===== src/rtl/saliency_pkg.sv =====
// Shared definitions for the saliency pipeline front end: pixel width, token count
// constant and the horizontal smoother's state encoding.
package saliency_pkg;

    localparam int PIX_W = 16;
    localparam logic [15:0] TOK_ONE = 16'h1;

    typedef enum logic {
        S_EVEN = 1'b0,
        S_ODD  = 1'b1
    } hsd_state_t;

    // Counter width for a modulus of n, never narrower than one bit.
    function automatic int cnt_w(input int n);
        return (n > 1) ? $clog2(n) : 1;
    endfunction

endpackage


===== src/rtl/hsd_pos_counter.sv =====
// Column/row position of the accepted input pixel, with wrap flags for the last
// pixel of a line and of a frame.
module hsd_pos_counter
    import saliency_pkg::*;
#(
    parameter int IMG_WIDTH  = 512,
    parameter int IMG_HEIGHT = 512
) (
    input  logic                         CLK,
    input  logic                         RESET,
    input  logic                         advance,
    output logic [cnt_w(IMG_WIDTH)-1:0]  col,
    output logic [cnt_w(IMG_HEIGHT)-1:0] row,
    output logic                         line_last,
    output logic                         frame_last
);

    localparam int COL_W = cnt_w(IMG_WIDTH);
    localparam int ROW_W = cnt_w(IMG_HEIGHT);

    assign line_last  = (col == COL_W'(IMG_WIDTH - 1));
    assign frame_last = line_last && (row == ROW_W'(IMG_HEIGHT - 1));

    always_ff @(posedge CLK) begin
        if (RESET) begin
            col <= '0;
            row <= '0;
        end else if (advance) begin
            if (line_last) begin
                col <= '0;
                row <= frame_last ? '0 : row + ROW_W'(1);
            end else begin
                col <= col + COL_W'(1);
            end
        end
    end

endmodule


===== src/rtl/hh2_hsmooth_decim.sv =====
// Horizontal [1 2 1]/4 low-pass with 2:1 column decimation; one token out per
// accepted odd pixel, emitted in the same cycle the odd pixel is taken.
module hh2_hsmooth_decim
    import saliency_pkg::*;
#(
    parameter int DATA_W     = PIX_W,
    parameter int IMG_WIDTH  = 512,
    parameter int IMG_HEIGHT = 512
) (
    input  logic              CLK,
    input  logic              RESET,
    input  logic [DATA_W-1:0] In1_DATA,
    input  logic              In1_SEND,
    input  logic [15:0]       In1_COUNT,
    output logic              In1_ACK,
    output logic [DATA_W-1:0] Out1_DATA,
    output logic              Out1_SEND,
    output logic [15:0]       Out1_COUNT,
    input  logic              Out1_RDY,
    input  logic              Out1_ACK,
    output logic              frame_end,
    output hsd_state_t        fsm_state
);

    localparam int COL_W = cnt_w(IMG_WIDTH);
    localparam int ROW_W = cnt_w(IMG_HEIGHT);
    localparam int SW    = DATA_W + 2;

    hsd_state_t        state, state_next;
    logic [DATA_W-1:0] even_px, prev_odd, left, rounded;
    logic [SW-1:0]     sum;
    logic [COL_W-1:0]  col;
    logic [ROW_W-1:0]  row;
    logic              line_last, frame_last, fire_odd;
    logic              unused_ok;

    // Handshake: a token moves on In1 when In1_SEND and In1_ACK are both high in a
    // cycle; an odd pixel is only taken when Out1_RDY lets its token leave at once.
    always_comb begin
        state_next = state;
        In1_ACK    = 1'b0;
        fire_odd   = 1'b0;
        case (state)
            S_EVEN: begin
                In1_ACK = In1_SEND;
                if (In1_SEND) state_next = S_ODD;
            end
            S_ODD: begin
                In1_ACK  = In1_SEND & Out1_RDY;
                fire_odd = In1_SEND & Out1_RDY;
                if (fire_odd) state_next = S_EVEN;
            end
            default: state_next = S_EVEN;
        endcase
        if (RESET) begin
            In1_ACK  = 1'b0;
            fire_odd = 1'b0;
        end
    end

    always_ff @(posedge CLK) begin
        if (RESET) begin
            state    <= S_EVEN;
            even_px  <= '0;
            prev_odd <= '0;
        end else begin
            state <= state_next;
            if (state == S_EVEN && In1_ACK) even_px <= In1_DATA;
            if (fire_odd) prev_odd <= In1_DATA;
        end
    end

    hsd_pos_counter #(
        .IMG_WIDTH (IMG_WIDTH),
        .IMG_HEIGHT(IMG_HEIGHT)
    ) u_pos (
        .CLK       (CLK),
        .RESET     (RESET),
        .advance   (In1_ACK),
        .col       (col),
        .row       (row),
        .line_last (line_last),
        .frame_last(frame_last)
    );

    // col==1 marks the first pair of a line: replicate p[0] as its left neighbour.
    assign left    = (col == COL_W'(1)) ? even_px : prev_odd;
    assign sum     = SW'(left) + (SW'(even_px) << 1) + SW'(In1_DATA) + SW'(2);
    assign rounded = DATA_W'(sum >> 2);

    assign Out1_SEND  = fire_odd;
    assign Out1_DATA  = fire_odd ? rounded : '0;
    assign Out1_COUNT = fire_odd ? TOK_ONE : 16'h0;
    assign frame_end  = fire_odd & frame_last;
    assign fsm_state  = state;

    assign unused_ok = ^{In1_COUNT, Out1_ACK, line_last, row};

endmodule


===== config.mk =====
export PLATFORM = sky130hd
export DESIGN_NAME = hh2_hsmooth_decim
export DESIGN_NICKNAME = d
export VERILOG_FILES = /design/src/rtl/saliency_pkg.sv /design/src/rtl/hsd_pos_counter.sv /design/src/rtl/hh2_hsmooth_decim.sv
export SDC_FILE = /design/constraint.sdc
export NUM_CORES = 1
export LEC_CHECK = 0
export ABC_CLOCK_PERIOD_IN_PS = 5500
export CORE_ASPECT_RATIO = 0.9
export CORE_MARGIN = 2
export CORE_UTILIZATION = 25
export CTS_CLUSTER_DIAMETER = 150
export CTS_CLUSTER_SIZE = 12
export DETAILED_ROUTE_END_ITERATION = 8
export PLACE_DENSITY = 0.55
export SYNTH_ARGS = -nofsm -noshare
export SYNTH_HDL_FRONTEND = slang
export SYNTH_SLANG_ARGS = --single-unit

===== constraint.sdc =====
create_clock -name CLK -period 5.5 [get_ports CLK]
set_input_delay 1.1 -clock CLK [delete_from_list [all_inputs] [get_ports CLK]]
set_output_delay 1.1 -clock CLK [all_outputs]
set_load 0.02 [all_outputs]

==> results.txt, run 1 <==
----------------------------------------------------
[Power and ir drop]
  Fraction of power consumed by the clock network ... 0.310
  Switching share of power ... 0.319
  Power density over the cells ... 221 nW/um2
  Overall power consumption ... 0.00103 W
  Combinational share of power ... 0.309
  Internal ... 0.000698 W
  Worst vdd ir ... 0.129 mV
  Lkg Pwr ... 2.00 nW
  Power dissipated by switching net loads ... 0.000327 W
  Power share of the sequential group ... 0.381

[Setup path]
  Worst r2r path cells ... 10
  Worst reg2reg startpoint ... u_pos.col[0]
  Kind of start point of the critical path ... register
  Capture instance of the worst register-to-register path ... u_pos.row[7]
  Startpoint of the worst setup timing path ... u_pos.col[1]
  Startpoint-to-endpoint class of the critical path ... register to output pin
  Reg-to-reg slack, setup ... 2.96 ns
  Critical path endpoint ... Out1_DATA[15]
  Critical-path cell with the highest stage delay ... or4b_4
  Type of element capturing the critical path ... output pin
  Crit path max fanout ... 5
  Delay of the slowest cell on the worst path ... 0.51 ns
  Required arrival time at the worst endpoint ... 4.40 ns
  List of cells traversed by the critical path ... inv_1, ha_1, or4b_4, nor2_8, buf_4, mux2_2, fa_1, ha_1, and3_4, nand4_1, o221a_4, nor4_4, buf_4, o21a_1, o21a_1, buf_2
  Worst path arrival time ... 4.28 ns

[Final layout]
  Synth-to-Final Area Change ... 31.7%
  Number of cells in the finished layout apart from fillers ... 685
  Number of diodes ... 0
  Number of nets in the layout ... 564
  Final non-filler cell area ... 4640 um2
  Fraction of layout instances using a drive strength above 1 ... 0.232

[Timing]
  Worst setup margin ... 0.118 ns
  Final Critical Period ... 5.38 ns
  RSZ-0062 raised after global routing ... yes
  Worst max-slew margin expressed relative to the limit ... 0.518
  Worst Hold Slack ... 0.469 ns
  Tightest Pin Transition ... 0.722 ns
  Fmax ... 0.186 GHz
  Setup violations, final ... 0
  Max-slew violations ... 0
  Final-report hold violation count ... 0
  Period Utilization, post-route ... 0.978
  Final setup skew ... 0.00643 ns

[GRT]
  Residual overflow from global routing ... 0
  Global router's overall resource usage ... 0.125
  Global-route wire length before repair ... 15.2 mm
  Initial antenna violation count ... 0
  Largest net degree at the start of global routing ... 31
  Vias in the first global route ... 3089

[Detailed routing]
  DR vias/cell ... 4.63
  WL per Instance ... 13.7 um
  Pre-Repair DR Iteration Count ... 4
  Antenna Violating Nets Remaining ... 0
  Aggregate routed wire length ... 9.37 mm
  DRC violation total after the first TritonRoute iteration ... 152
  Routed vias ... 3174
  Drt drc ... 0

[Logic synthesis]
  Syn. warnings ... 0
  Ys async rst share ... 0
  Mean cell area of the mapped netlist ... 8.74 um2
  Library cell with the largest summed area after synthesis ... dfxtp_1
  Register bit count reported by yosys ... 51
  Mux share of post-synthesis cell area ... 0.0504
  Post-synth design cell area ... 3520 um2
  Top-area cell type share of the netlist area ... 0.290
  Synth cell types ... 55
  Basic-gate share of the synthesized area counting and, or, nand and nor cells ... 0.214
  Main area contributors after synthesis ... dfxtp_1, fa_1, ha_1, nand2_1, a21oi_1
  Most common cell in the netlist ... nand2_1
  Adder and majority cell fraction of the synthesized area ... 0.158
  XOR/XNOR share of the synthesized area ... 0.0323
  Top post-synthesis cells by count ... nand2_1, dfxtp_1, a21oi_1
  Sequential fraction of the synthesis area ... 0.290
  Gate Count Post-Synth ... 403
  Number of enable-type register cells in the synthesized netlist ... 0
  Top_reg_cell synth ... dfxtp_1
  Fraction of the mapped netlist area in compound gates ... 0.195
  Largest family of logic cells by synthesized area ... simple AND/OR/NAND/NOR gates

[Placement]
  Cell Area, Placed ... 4450 um2
  Routability-driven placement congestion ratio ... 0.820
  Estimated wirelength of the detail-placed design ... 7.05 mm
  Buffers on Ports ... 40
  Worst slack at placement ... -0.157 ns
  Inst Count DP ... 675

[Clock network]
  Hold buffer count at CTS ... 0
  CTS tree ... yes
  Skew-Pair Late Insertion Delay ... 0.29 ns
  Number of clock sinks seen by CTS ... 51
  Maximum root-to-sink buffer count ... 2
  Root Buffer Master ... clkbuf_16
  TritonCTS Buffers ... 5
  H-tree levels ... 2
  Clock-pin slew of the registers on the worst-case setup and hold paths ... 0.07 ns

[Floorplan]
  Die span in y ... 117 um
  Core outline area ... 13900 um2
  Horizontal die dimension ... 129 um
  Site Rows ... 41
  Die area ... 15100 um2
  Initial Util ... 0.253
  Number of top-level design ports ... 73

[Min path]
  Worst hold path class ... register to register

[Job]
  Reported max-cap violation count ... 0

[Outcome]
  Outcome ... completed

----------------------------------------------------
==> worst max-delay path, delay by kind of cell (launching register included) <==
| kind | cells | cell delay [ns] |
|---|---|---|
| buffers and inverters | 4 | 0.53 |
| muxes | 1 | 0.34 |
| DFF | 1 | 0.32 |
| adders and majority gates | 3 | 0.94 |
| AOI/OAI and AO/OA | 3 | 0.58 |
| and+or+nand+nor | 5 | 1.27 |
==> worst min-delay path by stage <==
stage	start	endpoint	cells after the start
after floorplan	u_pos.row[8]	u_pos.row[8]	2
after global placement	u_pos.row[8]	u_pos.row[8]	2
after detailed placement	prev_odd[13]	prev_odd[13]	1
after CTS	u_pos.row[8]	u_pos.row[8]	2
after global routing	u_pos.row[8]	u_pos.row[8]	2
final	u_pos.row[8]	u_pos.row[8]	2
==> cell usage in the layout, fill, tap and decap left out, drive strengths merged, types with 11 or more instances in the layout <==
| cell type | Yosys | routed |
|---|---|---|
| inv | 10 | 11 |
| buf | 20 | 63 |
| a21oi | 38 | 38 |
| ha | 22 | 22 |
| a22o | 15 | 15 |
| o21ai | 13 | 13 |
| dfxtp | 51 | 51 |
| nand2 | 53 | 53 |
| nor2 | 18 | 18 |
| mux2 | 14 | 14 |
| xor2 | 11 | 11 |
| clkdlybuf4s50 | 0 | 26 |
| fa | 14 | 14 |
| nor3 | 22 | 22 |
| conb | 1 | 15 |
==> registers in the layout, summed over array words and instances, names as in the netlist <==
register and count:
u_pos.row 9, prev_odd 16, fsm_state 1, u_pos.col 9, even_px 16
==> timing repair <==
item,CTS,global route
setup buffers,0,2
setup endpoints to repair,13,12
cloned,0,0
pin swaps,1,3
resized for setup,27,43
==> stage by stage <==
stage | setup TNS, ns | util
4_1_cts | -0.0516 | 0.333
6_report | 0 | 0.334
2_1_floorplan | 0 | -
5_1_grt | -0.106 | 0.334
3_5_place_dp | -0.315 | 0.320
3_3_place_gp | -0.171 | 0.320
==> routing by layer <==
metal | routed length (um) | track usage
met5 | 0 | 0
met4 | 84 | 0.0239
met3 | 290 | 0.0183
met2 | 4320 | 0.212
met1 | 4670 | 0.171
==> cell families after synthesis <==
family,count (synthesis)
adders and majority gates,36
AOI/OAI and AO/OA,101
muxes,16
xor gates and xnor gates,13
DFF,51
other,1
buffers and inverters,40
and+or+nand+nor,145
==> power groups by stage <==
| stage | Sequential (W) | Clock, W | Combinational [W] |
|---|---|---|---|
| 2_1_floorplan | 0.000398 | 0 | 0.000184 |
| 3_3_place_gp | 0.000399 | 0 | 0.000297 |
| 3_5_place_dp | 0.000400 | 0 | 0.000300 |
| 4_1_cts | 0.000391 | 0.000324 | 0.000307 |
| 5_1_grt | 0.000393 | 0.000341 | 0.000350 |
| 6_report | 0.000391 | 0.000318 | 0.000317 |
==> cell type report <==
cell class	count	area [um2]
Fill cell	1446	9260
Multi-Input combinational cell	326	2420
Sequential cell	51	1020
Timing Repair Buffer	96	764
Tap cell	193	241
Clock buffer	5	125
Inverter	11	41.3
Clock inverter	3	23.8
(Power assumes the default switching activity.)
==> inputs of run 2 (changes only) <==
--- a/config.mk
+++ b/config.mk
@@ -12,7 +12,9 @@
 export CTS_CLUSTER_DIAMETER = 150
 export CTS_CLUSTER_SIZE = 12
 export DETAILED_ROUTE_END_ITERATION = 8
+export GPL_TIMING_DRIVEN = 0
 export PLACE_DENSITY = 0.55
+export SETUP_SLACK_MARGIN = 0.02
 export SYNTH_ARGS = -nofsm -noshare
 export SYNTH_HDL_FRONTEND = slang
 export SYNTH_SLANG_ARGS = --single-unit
==> results.txt, run 2 (synthesis gave the netlist of run 1 again) <==
----------------------------------------------------
[Setup path]
  Startpoint-to-endpoint class of the critical path ... register to output pin
  Reg-to-reg slack, setup ... 2.81 ns (-0.15 ns)
  Type of element capturing the critical path ... output pin
  Crit path max fanout ... 10 (+5)
  Capture instance of the worst register-to-register path ... u_pos.row[6]
  Kind of start point of the critical path ... register
  Worst reg2reg startpoint ... u_pos.col[2]
  Worst r2r path cells ... 10 (unchanged)
  Required arrival time at the worst endpoint ... 4.40 ns (about the same)
  Worst path arrival time ... 4.25 ns (-0.03 ns)

[GRT]
  Global-route wire length before repair ... 14.5 mm (-4.3%)
  Global router's overall resource usage ... 0.122 (-0.00353)
  Largest net degree at the start of global routing ... 17 (-45%)
  Residual overflow from global routing ... 0 (unchanged)
  Vias in the first global route ... 2940 (-4.8%)
  Initial antenna violation count ... 0 (unchanged)

[Floorplan]
  Horizontal die dimension ... 129 um (unchanged)
  Initial Util ... 0.253 (unchanged)
  Core outline area ... 13900 um2 (unchanged)
  Die area ... 15100 um2 (unchanged)
  Number of top-level design ports ... 73 (unchanged)
  Die span in y ... 117 um (unchanged)
  Site Rows ... 41 (unchanged)

[Min path]
  Endpoint with the worst hold slack ... u_pos.row[8]
  Worst hold path class ... register to register
  Hold-critical path depth ... 2 (unchanged)
  Start point of the worst min-delay path ... u_pos.row[8]

[Timing]
  Tightest Pin Transition ... 0.944 ns (+0.223 ns)
  Final Critical Period ... 5.35 ns (-0.0275 ns)
  Period Utilization, post-route ... 0.973 (-0.00501)
  Final-report hold violation count ... 0 (unchanged)
  Final setup skew ... 0.00537 ns (-0.00105 ns)
  Worst setup margin ... 0.146 ns (+0.0275 ns)
  Worst max-slew margin expressed relative to the limit ... 0.367 (-0.150)
  Max-slew violations ... 0 (unchanged)
  Setup violations, final ... 0 (unchanged)
  RSZ-0062 raised after global routing ... yes
  Fmax ... 0.187 GHz (+0.52%)

[Detailed routing]
  Pre-Repair DR Iteration Count ... 4 (unchanged)
  DR vias/cell ... 4.64 (about the same)
  Antenna Violating Nets Remaining ... 0 (unchanged)
  Routed vias ... 3078 (-3.0%)
  WL per Instance ... 13.8 um (+0.59%)
  DRC violation total after the first TritonRoute iteration ... 171 (+13%)
  Drt drc ... 0 (unchanged)
  Aggregate routed wire length ... 9.13 mm (-2.5%)

[Clock network]
  TritonCTS Buffers ... 5 (unchanged)
  Root Buffer Master ... clkbuf_16
  Number of clock sinks seen by CTS ... 51 (unchanged)
  H-tree levels ... 2 (unchanged)
  Hold buffer count at CTS ... 0 (unchanged)
  Skew-Pair Late Insertion Delay ... 0.29 ns (about the same)
  CTS tree ... yes
  Clock-pin slew of the registers on the worst-case setup and hold paths ... 0.07 ns (about the same)
  Maximum root-to-sink buffer count ... 2 (unchanged)

[Final layout]
  Top Registers ... even_px x16, prev_odd x16
  Final non-filler cell area ... 4610 um2 (-0.65%)
  Commonest non-fill, non-tap cell in the layout ... nand2_1
  Layout fillers ... 1467 (+1.5%)
  Commonest cells after routing, fill and taps aside ... nand2_1, dfxtp_1, a21oi_1
  Fraction of layout instances using a drive strength above 1 ... 0.191 (-0.0406)
  Number of diodes ... 0 (unchanged)
  Number of nets in the layout ... 543 (-3.7%)
  Synth-to-Final Area Change ... 30.9%
  Register area ... 1020 um2 (+0.12%)
  Area of the multi-input gates ... 2510 um2 (+3.6%)
  Post-layout util ... 0.332 (-0.00216)

[Power and ir drop]
  Lkg Pwr ... 1.93 nW (-3.8%)
  Combinational share of power ... 0.272 (-0.037)
  Power density over the cells ... 236 nW/um2 (+6.8%)
  Internal ... 0.000772 W (+11%)
  Power dissipated by switching net loads ... 0.000316 W (-3.4%)
  Fraction of power consumed by the clock network ... 0.368 (+0.058)
  Worst vdd ir ... 0.131 mV (+1.3%)
  Power share of the sequential group ... 0.360 (-0.021)
  Overall power consumption ... 0.00109 W (+6.1%)
  Switching share of power ... 0.291 (-0.0286)

[Placement]
  Worst slack at placement ... -0.578 ns (-0.420 ns)
  Cell Area, Placed ... 4220 um2 (-5.3%)
  Routability-driven placement congestion ratio ... 0.807 (-1.6%)
  Estimated wirelength of the detail-placed design ... 7.00 mm (-0.71%)
  Buffers on Ports ... 40 (unchanged)

[Job]
  Reported max-cap violation count ... 0 (unchanged)

[Outcome]
  Outcome ... completed

----------------------------------------------------
## run 2: cell count changes in the layout (fill, tap and decap cells not counted), moves of 4 or more
| cell | change |
|---|---|
| buf_2 | -5 |
| clkbuf_1 | +8 |
| ha_1 | -6 |
| buf_4 | -31 |
| ha_4 | +4 |
## run 2: through the flow
stage / hold WS, ns / cells / setup TNS (ns)
after floorplan: 0.436 / 417 / 0
after global placement: 0.448 / 650 / -2.03
after detailed placement: 0.452 / 650 / -2.13
after CTS: 0.462 / 662 / 0
after global routing: 0.484 / 664 / -0.00140
final: 0.464 / 664 / 0
## run 2: worst max path at each step
stage / from / to / slack [ns] / depth (start not counted)
6_report: u_pos.col[1] / Out1_DATA[15] / 0.15 / 16
5_1_grt: u_pos.col[1] / Out1_DATA[11] / -0.001 / 15
4_1_cts: u_pos.col[1] / Out1_DATA[9] / 0.006 / 14
3_5_place_dp: u_pos.col[0] / Out1_DATA[14] / -0.58 / 14
3_3_place_gp: u_pos.col[0] / Out1_DATA[14] / -0.59 / 14
2_1_floorplan: u_pos.col[0] / Out1_DATA[14] / 0.29 / 13
## run 2: worst max-delay path, cell delays in order, from the launching register on
cell and delay [ns]:
dfxtp_1 0.35, inv_1 0.06, ha_1 0.15, or4b_4 0.51, nor2_8 0.19, buf_8 0.16
buf_4 0.11, mux2_2 0.33, fa_1 0.45, ha_1 0.25, a21o_1 0.22, a21boi_2 0.16
nor3_1 0.07, a2111o_1 0.40, o21a_1 0.21, o21a_1 0.18, buf_2 0.16
## run 2: cell type report
type,instances,area share
inverter,11,0.00895
timing repair buffer,47,0.0925
clock inverter,3,0.0147
tap,193,0.0524
multi-input combinational,326,0.544
buffer,28,0.0383
sequential,51,0.222
clock buffer,5,0.0271
## run 2: power groups by stage
stage	clock network (W)	registers [W]	logic, W
5_1_grt	0.000424	0.000394	0.000327
3_3_place_gp	0	0.000400	0.000254
6_report	0.000400	0.000392	0.000296
4_1_cts	0.000408	0.000392	0.000275
2_1_floorplan	0	0.000398	0.000184
3_5_place_dp	0	0.000400	0.000256
## run 2: what timing repair did
action,CTS,global route
endpoints found under the setup margin,12,13
resized for setup,42,39
buffers inserted,4,3
pin swaps,2,4
## run 2: routing by layer
metal,global-route usage,part of all wire,vias up
li1,-,-,1563
met5,0,0,-
met2,0.198,0.45,70
met4,0.0319,0.012,0
met3,0.0165,0.041,6
met1,0.170,0.50,1439
==> inputs of run 3 (changes only) <==
--- a/config.mk
+++ b/config.mk
@@ -9,7 +9,7 @@
 export CORE_ASPECT_RATIO = 0.9
 export CORE_MARGIN = 2
 export CORE_UTILIZATION = 25
-export CTS_CLUSTER_DIAMETER = 150
+export CTS_CLUSTER_DIAMETER = 50
 export CTS_CLUSTER_SIZE = 12
 export DETAILED_ROUTE_END_ITERATION = 8
 export GPL_TIMING_DRIVEN = 0
==> results of run 3 <==
No change in the layout: final DEF, timing and power equal those of run 2.
